===== config.mk =====
export PLATFORM = sky130hd
export DESIGN_NAME = common_dffram_fifo_1w2r
export DESIGN_NICKNAME = d
export VERILOG_FILES = /design/src/rtl/common_dffram_fifo_pkg.sv /design/src/rtl/common_dffram_3a1we2r.sv /design/src/rtl/common_dffram_fifo_1w2r.sv
export SDC_FILE = /design/constraint.sdc
export NUM_CORES = 1
export LEC_CHECK = 0
export CAP_MARGIN = 20
export CELL_PAD_IN_SITES_DETAIL_PLACEMENT = 1
export CELL_PAD_IN_SITES_GLOBAL_PLACEMENT = 2
export CORE_UTILIZATION = 49
export CTS_CLUSTER_SIZE = 12
export DETAILED_ROUTE_END_ITERATION = 6
export PLACE_DENSITY = 0.86
export SLEW_MARGIN = 20
export SYNTH_ARGS = -nofsm -noshare
export SYNTH_HDL_FRONTEND = slang
export SYNTH_SLANG_ARGS = --single-unit

===== constraint.sdc =====
create_clock -name clk -period 6.5 [get_ports clk]
set_clock_uncertainty 0.2 [all_clocks]
set_input_delay 0.975 -clock clk [delete_from_list [all_inputs] [get_ports clk]]
set_output_delay 0.975 -clock clk [all_outputs]
set_load 0.01 [all_outputs]

===== src/rtl/common_dffram_fifo_pkg.sv =====
// Shared sizing helpers and pop-count encoding for the DFF RAM FIFO controllers.
package common_dffram_fifo_pkg;

    typedef enum logic [1:0] {
        POP_NONE = 2'd0,
        POP_ONE  = 2'd1,
        POP_TWO  = 2'd2
    } pop_cnt_e;

    function automatic int unsigned fifo_depth(input int unsigned addr_width);
        return 32'd1 << addr_width;
    endfunction

    function automatic int unsigned fifo_cnt_width(input int unsigned addr_width);
        return addr_width + 32'd1;
    endfunction

endpackage


===== src/rtl/common_dffram_3a1we2r.sv =====
// DFF RAM with one bit-enabled write port (A) and two combinational read ports (B, C).
// Contents are never reset; resetn low only blocks writes.
module common_dffram_3a1we2r #(
    parameter int unsigned DATA_WIDTH = 32,
    parameter int unsigned ADDR_WIDTH = 3
) (
    input  logic                  clk,
    input  logic                  resetn,
    input  logic                  ena,
    input  logic [DATA_WIDTH-1:0] wea,
    input  logic [ADDR_WIDTH-1:0] addra,
    input  logic [DATA_WIDTH-1:0] dina,
    input  logic [ADDR_WIDTH-1:0] addrb,
    output logic [DATA_WIDTH-1:0] doutb,
    input  logic [ADDR_WIDTH-1:0] addrc,
    output logic [DATA_WIDTH-1:0] doutc
);
    import common_dffram_fifo_pkg::*;

    localparam int unsigned DEPTH = fifo_depth(ADDR_WIDTH);

    logic [DATA_WIDTH-1:0] mem_q [DEPTH];

    // Per-bit masked write; reads see pre-edge contents.
    always_ff @(posedge clk) begin
        if (ena && resetn) begin
            mem_q[addra] <= (mem_q[addra] & ~wea) | (dina & wea);
        end
    end

    assign doutb = mem_q[addrb];
    assign doutc = mem_q[addrc];

endmodule


===== src/rtl/common_dffram_fifo_1w2r.sv =====
// In-order FIFO: one push and up to two pops per cycle over a 1W2R DFF RAM.
// Optional same-cycle empty bypass on slot 0: COMMON_DFFRAM_FIFO_1W2R_BYPASS_EN.
module common_dffram_fifo_1w2r #(
    parameter int unsigned FIFO_DATA_WIDTH = 32,
    parameter int unsigned FIFO_ADDR_WIDTH = 3
) (
    input  logic                       clk,
    input  logic                       resetn,
    input  logic                       flush,
    input  logic                       push_valid,
    output logic                       push_ready,
    input  logic [FIFO_DATA_WIDTH-1:0] push_data,
    output logic                       pop0_valid,
    input  logic                       pop0_ready,
    output logic [FIFO_DATA_WIDTH-1:0] pop0_data,
    output logic                       pop1_valid,
    input  logic                       pop1_ready,
    output logic [FIFO_DATA_WIDTH-1:0] pop1_data,
    output logic [FIFO_ADDR_WIDTH:0]   count,
    output logic                       empty,
    output logic                       full
);
    import common_dffram_fifo_pkg::*;

    localparam int unsigned AW    = FIFO_ADDR_WIDTH;
    localparam int unsigned CW    = fifo_cnt_width(FIFO_ADDR_WIDTH);
    localparam int unsigned DEPTH = fifo_depth(FIFO_ADDR_WIDTH);

    logic [AW-1:0] wr_ptr_q, wr_ptr_d;
    logic [AW-1:0] rd_ptr_q, rd_ptr_d;
    logic [CW-1:0] count_q, count_d;
    logic          empty_q, empty_d;
    logic          full_q, full_d;

    logic                       push_fire_c;
    logic                       pop0_fire_c;
    logic                       pop1_fire_c;
    logic                       bypass_take_c;
    logic                       wr_en_c;
    logic                       mem_pop0_c;
    pop_cnt_e                   pop_n_c;
    logic [AW-1:0]              rd_ptr1_c;
    logic [FIFO_DATA_WIDTH-1:0] rd0_data_c;
    logic [FIFO_DATA_WIDTH-1:0] rd1_data_c;

    // Handshake views; push_ready only looks at registered state and flush.
    always_comb begin
        push_ready  = !full_q && !flush;
        pop1_valid  = (count_q >= CW'(2)) && !flush;
`ifdef COMMON_DFFRAM_FIFO_1W2R_BYPASS_EN
        pop0_valid  = (!empty_q || push_valid) && !flush;
        pop0_data   = empty_q ? push_data : rd0_data_c;
`else
        pop0_valid  = !empty_q && !flush;
        pop0_data   = rd0_data_c;
`endif
        pop1_data   = rd1_data_c;
        push_fire_c = push_valid && push_ready;
        pop0_fire_c = pop0_valid && pop0_ready;
        pop1_fire_c = pop1_valid && pop1_ready && pop0_fire_c;
    end

    // Next-state: a bypassed entry neither lands in the RAM nor moves pointers.
    always_comb begin
        bypass_take_c = 1'b0;
`ifdef COMMON_DFFRAM_FIFO_1W2R_BYPASS_EN
        bypass_take_c = empty_q && push_fire_c && pop0_fire_c;
`endif
        wr_en_c    = push_fire_c && !bypass_take_c;
        mem_pop0_c = pop0_fire_c && !bypass_take_c;

        pop_n_c = POP_NONE;
        if (mem_pop0_c && pop1_fire_c) begin
            pop_n_c = POP_TWO;
        end else if (mem_pop0_c) begin
            pop_n_c = POP_ONE;
        end

        wr_ptr_d = wr_ptr_q + AW'(wr_en_c);
        rd_ptr_d = rd_ptr_q + AW'(pop_n_c);
        count_d  = count_q + CW'(wr_en_c) - CW'(pop_n_c);
        if (flush) begin
            wr_ptr_d = '0;
            rd_ptr_d = '0;
            count_d  = '0;
        end
        empty_d = (count_d == '0);
        full_d  = (count_d == CW'(DEPTH));
    end

    always_ff @(posedge clk or negedge resetn) begin
        if (!resetn) begin
            wr_ptr_q <= '0;
            rd_ptr_q <= '0;
            count_q  <= '0;
            empty_q  <= 1'b1;
            full_q   <= 1'b0;
        end else begin
            wr_ptr_q <= wr_ptr_d;
            rd_ptr_q <= rd_ptr_d;
            count_q  <= count_d;
            empty_q  <= empty_d;
            full_q   <= full_d;
        end
    end

    assign count     = count_q;
    assign empty     = empty_q;
    assign full      = full_q;
    assign rd_ptr1_c = rd_ptr_q + AW'(1);

    common_dffram_3a1we2r #(
        .DATA_WIDTH (FIFO_DATA_WIDTH),
        .ADDR_WIDTH (FIFO_ADDR_WIDTH)
    ) u_ram (
        .clk    (clk),
        .resetn (1'b1),
        .ena    (wr_en_c),
        .wea    ({FIFO_DATA_WIDTH{1'b1}}),
        .addra  (wr_ptr_q),
        .dina   (push_data),
        .addrb  (rd_ptr_q),
        .doutb  (rd0_data_c),
        .addrc  (rd_ptr1_c),
        .doutc  (rd1_data_c)
    );

endmodule


==> summary.txt <==
Outcome
  – Status: finished clean

Final layout
  – Post-Layout Cell Count: ~1.0k
  – Fill count: 2052
  – Nets: 726
  – Synth-to-Final Area Change: 19.3%
  – Most frequent cells in the layout: edfxtp_1 (256), mux4_2 (126), clkdlybuf4s50_1 (110)
  – Reg area: approximately 8000 sq um
  – Share of cells above drive strength 1: ~37%
  – Fin util: approximately three fifths
  – Area taken by multi-input logic gates: roughly 4200 sq um
  – Commonest non-fill, non-tap cell in the layout: edfxtp_1
  – Final Cell Area: ~15000 sq um

Worst setup path
  – Startpoint types: register
  – Crit-path slowest cell: buf_4
  – Worst Setup End Kind: output port
  – Crit path max fanout: 66
  – Worst Path Required: 5.32 ns
  – CP Depth: 5
  – R2R depth: 6
  – Largest delay share family, worst path: buffers and inverters
  – Worst Setup Path Type: register to output port
  – CP bufs+invs: 3
  – Critical path cell sequence: buf_6 -> buf_4 -> mux4_2 -> mux2_4 -> clkdlybuf4s50_1
  – Worst endpoint data arrival time: between 3 and 4 ns
  – CP peak stage delay: slightly below 0.9 ns

Synth
  – Cell Area, Synth: around 12000 sq um
  – Synth Area per Inst: about 22 sq um
  – Count of different cell masters after synthesis: 29
  – Synthesis Warnings: 0
  – Synthesized instance count: about 560
  – Asr flop ratio synth: 4.48%
  – #FFs+latches synth: between 200 and 300
  – Ys flop type: edfxtp_1
  – Number of synthesized flops with an enable pin: 256
  – Net Count, Synth: roughly 610
  – Post-synthesis sequential area ratio: between 60% and 70%

Routing
  – Drt total wl: 27800 um
  – 1st-pass router iterations: 4
  – Final antenna-violating net count: 0
  – DRC viols: 0
  – Via count: approximately 6.3k
  – Initial DRC count: roughly 470
  – Via density: ~6
  – WL/cell: ~27 um

CTS
  – CTS tree: built
  – Clock Pin Slew Worst Setup and Hold Paths: approximately 0.060 ns
  – H-Tree Depth: 1
  – Clock root buffer: clkbuf_16
  – Postcts setup bufs: 0
  – Clk sinks: roughly 270
  – Post_cts resized: 0
  – Max Root-Sink Buffers: 3
  – Inserted Clock Buffers: 28
  – Worst skew pair latency: 0.53 ns
  – Hold-fix buffers, CTS: 0

Run
  – Max-Cap Viols: 0

STA
  – Fin crit share: about 79%
  – Fin Setup TNS: 0 ns
  – RSZ-0062 raised after global routing: no
  – Final slew viol count: 0
  – # setup viols final: 0
  – Fin crit period: 5.13 ns
  – Slew Limit Headroom: ~29%
  – Final hold violation count: 0
  – Final worst slack: ~1.4 ns
  – Upper clock frequency limit: around 200 MHz
  – Worst slew pin tran: between 1 and 1.5 ns

Placed design
  – Port bufs: 110
  – DP Cell Count: approximately 1000
  – Pre-CTS setup slack: roughly 1.7 ns
  – Area after DPL: roughly 14000 sq um
  – Post-DP HPWL: 16900 um
  – Gpl congestion: roughly 0.72

GRT
  – Initial antenna violation count: 0
  – Gr usage total: around 22%
  – Grt ovf: 0
  – First-pass GRT wire length: 43100 um
  – Vias in the first global route: between 7k and 8k
  – Largest net degree at the start of global routing: 67

Hold path
  – WHS Path Cells: 2
  – Hold Crit Class: register to register

Floorplanning
  – Die Y: between 150 and 200 um
  – Rows: 57
  – Die width: roughly 160 um
  – # IOs: ~110
  – Core Area: between 20000 and 25000 sq um
  – Die area: ~26000 sq um
  – Initial core utilization: between 50% and 60%

Power
  – P_leak: approximately 4.6 nW
  – Worst VDD drop: approximately 0.23 mV
  – PwrDens: between 300 and 400 nW/um^2
[Yosys cell counts, types with 2 or more instances]
| master | instances | area share [%] |
|---|---|---|
| edfxtp_1 | 256 | 62 |
| mux4_2 | 126 | 23 |
| mux2_2 | 40 | 3.6 |
| mux2_4 | 24 | 2.9 |
| buf_2 | 17 | 0.69 |
| nor2_1 | 16 | 0.48 |
| dfrtp_1 | 11 | 2.2 |
| ha_1 | 8 | 0.81 |
| buf_4 | 6 | 0.36 |
| nand2b_1 | 6 | 0.30 |
| nor2b_1 | 6 | 0.30 |
| buf_1 | 5 | 0.15 |
| buf_12 | 4 | 0.65 |
| clkbuf_1 | 4 | 0.12 |
| inv_1 | 4 | 0.12 |
| a21oi_1 | 3 | 0.12 |
| nand2_1 | 3 | 0.091 |
| xnor2_1 | 3 | 0.21 |
| xor2_1 | 3 | 0.21 |
| buf_6 | 2 | 0.18 |
| fa_1 | 2 | 0.32 |
| mux4_1 | 2 | 0.42 |
| nor3_1 | 2 | 0.081 |
[cells by family after synthesis]
kind of cell,after synthesis,share of synthesized area (%)
AOI/OAI and AO/OA,5,0.414
xor gates and xnor gates,6,0.424
buffers and inverters,42,2.27
DFF,268,64.5
and+or+nand+nor,36,1.40
muxes,192,29.9
adders and majority gates,10,1.13
[layout make-up]
type / count / area share [%]
Antenna cell: 1 / 0.0169
Timing Repair Buffer: 127 / 8.64
Tap cell: 324 / 2.74
Sequential cell: 268 / 54.1
Clock inverter: 6 / 0.516
Multi-Input combinational cell: 249 / 28.4
Clock buffer: 45 / 5.45
Inverter: 4 / 0.102
[routing by layer]
| metal | vias to the layer above | wire, um | GRT usage, % |
|---|---|---|---|
| met3 | 43 | 2140 | 3.24 |
| met1 | 3352 | 10700 | 30.0 |
| met2 | 226 | 14400 | 38.5 |
| met5 | - | 0 | 0 |
| li1 | 2639 | - | - |
| met4 | 0 | 549 | 6.65 |
[worst register-to-register path: cells and delay by family, from the launching register on]
| kind | cells | cell delay [ns] |
|---|---|---|
| buffers and inverters | 2 | 1.52 |
| adders and majority gates | 1 | 0.45 |
| DFF | 1 | 0.43 |
| and+or+nand+nor | 2 | 0.38 |
| xor gates and xnor gates | 1 | 0.15 |
[stage by stage]
| step | total power, mW | hold slack [ns] |
|---|---|---|
| final | 4.53 | 0.467 |
| after global routing | 4.71 | 0.504 |
| after CTS | 4.59 | 0.481 |
| after detailed placement | 3.03 | 0.462 |
| after global placement | 3.00 | 0.413 |
| after floorplan | 2.67 | 0.373 |
[path summary, 6_finish.rpt]
| kind | from | endpoint | slack, ns |
|---|---|---|---|
| worst max-delay path | rd_ptr_q[0] | pop0_data[0] | 1.37 |
| worst min-delay path | wr_ptr_q[0] | wr_ptr_q[0] | 0.47 |
| worst max register to register | rd_ptr_q[0] | rd_ptr_q[2] | 3.27 |
| worst min register to register | wr_ptr_q[0] | wr_ptr_q[0] | 0.47 |
| max in group asynchronous | resetn | rd_ptr_q[1] | 5.05 |
| min in group asynchronous | resetn | count[3] | 0.62 |
[power by group]
| part | internal, mW | switching [mW] | total, mW |
|---|---|---|---|
| registers | 1.94 | 0.0248 | 1.97 |
| logic | 0.592 | 0.428 | 1.02 |
| clock network | 0.920 | 0.628 | 1.55 |
[flip-flops by register name (all words and copies together) (netlist names)]
register	cells
u_ram.mem_q	256
count	4
rd_ptr_q	3
wr_ptr_q	3
empty	1
full	1
No activity file was read; power rests on OpenSTA's default activity.
==> patch 1: new RTL, same flow settings <==
Reset style: synchronous (`resetn`), changed in one clocked block.
--- a/src/rtl/common_dffram_fifo_1w2r.sv
+++ b/src/rtl/common_dffram_fifo_1w2r.sv
@@ -89,5 +89,5 @@
     end
 
-    always_ff @(posedge clk or negedge resetn) begin
+    always_ff @(posedge clk) begin
         if (!resetn) begin
             wr_ptr_q <= '0;
Behaviour: differs if resetn is asserted again (counterexample within 4 cycles, from zero or initial values and one cycle with resetn low); with resetn held inactive, the same outputs for 4 cycles.
==> patch 1 against the unedited design <==
Sequential cell count unchanged. Synthesized area decreased by 1.3%. Wire length up 1.1%. Design area fell by 1.6%. Setup slack improved by 0.28 ns.
Power is not compared: it rests on default switching activity, and its combinational part moved more than twofold at a synthesized area within 25%.
==> patch 1: results (changes against the unedited design) <==
| Metric | Value |
|---|---|
| Crit path DAT | `3.67 ns (-0.28 ns)` |
| Layout cells sized above 1 | `36.3% (-0.48 points)` |
| Synth unique cells | `26 (-10%)` |
| HPWL Detailed | `16.4 mm (-3.0%)` |
| Vias in the first global route | `6929 (-1.9%)` |
| Status | `finished, final reports clean` |
| Gp weighted congestion | `0.763 (+5.7%)` |
| WL final | `28.1 mm (+1.1%)` |
| Cell Area, Placed | `13700 µm² (-1.3%)` |
| DRT Pass-1 Iters | `5 (+1)` |
| Worst Hold Slack | `0.421 ns (-0.0459 ns)` |
| Antenna cell count | `0 (-1)` |
| CP endpoint | `pop1_data[30]` |
| Fin nets | `733 (+0.96%)` |
| R2R Path End | `empty$_SDFF_PN1_` |
| First-pass GRT wire length | `43.2 mm (+0.34%)` |
| R2r worst-path depth | `11 (+5)` |
| Iter 0 DRT Violations | `366 (-23%)` |
| Overall Global Routing Usage | `22.7% (+0.27 points)` |
| Initial antenna violation count | `1 (+1)` |
| Placed insts | `977 (+0.62%)` |
| Post-synth top cells | `256 x edfxtp_1, 128 x mux4_2, 64 x mux2_2, 19 x buf_2, 13 x nor2_1` |
| Tcrit/Tclk final | `74.6% (-4.3 points)` |
| WHS Endpoint | `wr_ptr_q[0]$_SDFF_PP0_` |
| Post-Synth Adder-Cell Area | `1.35% (+0.22 points)` |
==> patch 1: cell count changes after synthesis, sizes merged, moves of 2 or more <==
| cell | delta |
|---|---|
| dfxtp | +12 |
| nand2 | +3 |
| nand2b | -2 |
| and2 | +4 |
| nor2b | -5 |
| a21oi | +2 |
| dfrtp | -11 |
| ha | +2 |
| inv | +5 |
| nor2 | -3 |
| clkbuf | -2 |
==> patch 1: routing by layer <==
layer  track usage, %  up-vias  part of all wire (%)
li1                 -     2652                     -
met4             5.76        2                   2.3
met5                0        -                 0.043
met1             30.6     3424                    41
met3             3.35       44                   4.3
met2             39.0      183                    52
==> patch 1: area by class of cell <==
class	count	area, µm²	area share, %
sequential	268	7940	54.6
multi-input combinational	250	4100	28.2
timing repair buffer	126	1220	8.40
clock buffer	39	763	5.25
tap	324	405	2.79
clock inverter	8	85.1	0.585
inverter	9	33.8	0.232
==> patch 1: report_power, final <==
group / internal, W / switching [W]
sequential: 0.00191 / 0.00000825
clock: 0.000887 / 0.000622
combinational: 0.0000931 / 0.0000788
==> patch 2: new RTL, same flow settings <==
Without the edit above. Build with the macro `COMMON_DFFRAM_FIFO_1W2R_BYPASS_EN` defined.
--- a/src/rtl/common_dffram_fifo_1w2r.sv
+++ b/src/rtl/common_dffram_fifo_1w2r.sv
@@ -1,4 +1,6 @@
 // In-order FIFO: one push and up to two pops per cycle over a 1W2R DFF RAM.
 // Optional same-cycle empty bypass on slot 0: COMMON_DFFRAM_FIFO_1W2R_BYPASS_EN.
+`define COMMON_DFFRAM_FIFO_1W2R_BYPASS_EN
+
 module common_dffram_fifo_1w2r #(
     parameter int unsigned FIFO_DATA_WIDTH = 32,
Check against the original RTL: not equivalent (Yosys sat finds a counterexample within 4 cycles, from zero or initial values and one cycle with resetn low).
==> patch 2 against the unedited design <==
Sequential cell count unchanged. Global-route usage is 2.0 points higher. Total power grew 11%. Via count is 19% higher. Setup slack got worse by 0.21 ns. Synthesized area increased by 2.9%. Register-to-register slack worse by 0.07 ns. Design area rose by 2.6%. Sequential power up 3%. Wire length rose by 14%.
==> patch 2: results (changes against the unedited design) <==
| Metric | Value |
|---|---|
| Status | `finished, final reports clean` |
| First-pass GRT wire length | `48.1 mm (+12%)` |
| Iter 0 DRT Violations | `510 (+7.6%)` |
| Drc violations | `0 (unchanged)` |
| Post-synth top cells | `256 x edfxtp_1, 97 x mux2_2, 64 x mux2i_1, 64 x mux4_2, 36 x nand2_1` |
| Worst Hold Slack | `0.468 ns (+0.000832 ns)` |
| HPWL Detailed | `18.7 mm (+11%)` |
| Fin nets | `897 (+24%)` |
| Largest cells by area after synthesis | `edfxtp_1 60%, mux4_2 11%, mux2_2 8.6%` |
| Xor/xnor share of the synthesized area | `0.344% (-0.081 points)` |
| Antenna cell count | `0 (-1)` |
| Vias in the first global route | `8112 (+15%)` |
| DRT Pass-1 Iters | `4 (unchanged)` |
| Sw Share | `26.7% (+2.9 points)` |
| Hold Crit Class | `flip-flop to flip-flop` |
| Layout cells sized above 1 | `27.5% (-9.3 points)` |
| Vias per cell | `6.20 (+1.4%)` |
| Reg2Reg Setup Slack | `3.20 ns (-0.07 ns)` |
| Number of synthesized flops with an enable pin | `256 (unchanged)` |
| Worst path max stage delay | `1.05 ns (+0.16 ns)` |
| Largest net degree at the start of global routing | `75 (+12%)` |
| R2r worst-path depth | `4 (-2)` |
| Hold_sp | `wr_ptr_q[0]$_DFF_PN0_` |
| Post-synthesis compound-gate area fraction | `5.82% (+5.4 points)` |
| Top_reg_cell synth | `edfxtp_1` |
| R2r startpoint | `empty$_DFF_PN1_` |
| Root buffer cell | `clkbuf_16` |
| Clk_lat worst skew | `0.55 ns (+0.02 ns)` |
| IO buf count | `110 (unchanged)` |
| Syn_nets | `792 (+30%)` |
| Gp weighted congestion | `0.732 (+1.4%)` |
| Overall Global Routing Usage | `24.5% (+2.0 points)` |
| Average routed wire per standard cell | `26.5 µm (-2.6%)` |
| Synth unique cells | `39 (+34%)` |
| Setup bufs post-CTS | `0 (unchanged)` |
| Number of synthesis warnings | `0 (unchanged)` |
| Family with the most delay on the worst path | `buffers and inverters` |
| Inserted Clock Buffers | `30 (+7.1%)` |
| Post-synthesis sequential area ratio | `62.7% (-1.8 points)` |
| Leak | `4.82 nW (+5.1%)` |
| Number of flip-flops under the largest register name | `256 (unchanged)` |
| Maximum vdd drop | `0.210 mV (-8.8%)` |
| Crit path DAT | `4.16 ns (+0.21 ns)` |
| Cts repair resizes | `0 (unchanged)` |
| R2R Path End | `u_ram.mem_q[7][31]$_DFFE_PP_` |
| Mux contribution to synthesized area | `24.9% (-5.0 points)` |
| Post-Synth Adder-Cell Area | `1.10% (-0.032 points)` |
| Initial antenna violation count | `0 (unchanged)` |
| Clk pin slew, worst setup/hold paths | `0.06 ns (about the same)` |
| Relative max-transition margin | `24.7% (-4.4 points)` |
| Slowest stage cell, crit path | `dfrtp_4` |
| WHS Endpoint | `wr_ptr_q[0]$_DFF_PN0_` |
## patch 2: cell type report
cell class | count | area [µm²]
clock inverter | 14 | 144
tap | 330 | 413
clock buffer | 39 | 846
multi-input combinational | 417 | 4520
sequential | 268 | 7990
fill | 2225 | 10200
inverter | 5 | 18.8
timing repair buffer | 127 | 1230
## patch 2: power by group through the flow
stage | Sequential, W | Combinational [W] | Clock [W]
2_1_floorplan | 0.00200 | 0.000828 | 0
3_3_place_gp | 0.00206 | 0.00129 | 0
3_5_place_dp | 0.00207 | 0.00131 | 0
4_1_cts | 0.00203 | 0.00133 | 0.00171
5_1_grt | 0.00204 | 0.00140 | 0.00177
6_report | 0.00203 | 0.00131 | 0.00168
## patch 2: per-layer routing
metal / global-route usage (%) / vias to the layer above / share of wire [%]
met4: 7.09 / 0 / 2.6
met2: 43.7 / 220 / 52
li1: - / 3262 / -
met5: 0 / - / 0
met3: 3.10 / 58 / 4.4
met1: 31.1 / 3899 / 41
## patch 2: per-stage QoR
stage	instances	area (µm²)	setup WS [ns]
floorplan	744	12700	2.04
global placement	1147	14200	1.83
detailed placement	1147	14200	1.73
CTS	1200	15200	1.09
global route	1200	15200	0.916
finish	1200	15200	1.16
## patch 2: worst max path at each step
stage	startpoint	to	slack, ns
2_1_floorplan	flush	u_ram.mem_q[1][0]$_DFFE_PP_	2.04
3_3_place_gp	rd_ptr_q[0]$_DFF_PN0_	pop0_data[4]	1.83
3_5_place_dp	rd_ptr_q[0]$_DFF_PN0_	pop0_data[4]	1.73
4_1_cts	rd_ptr_q[0]$_DFF_PN0_	pop0_data[4]	1.09
5_1_grt	rd_ptr_q[0]$_DFF_PN0_	pop0_data[0]	0.92
6_report	rd_ptr_q[0]$_DFF_PN0_	pop0_data[0]	1.16
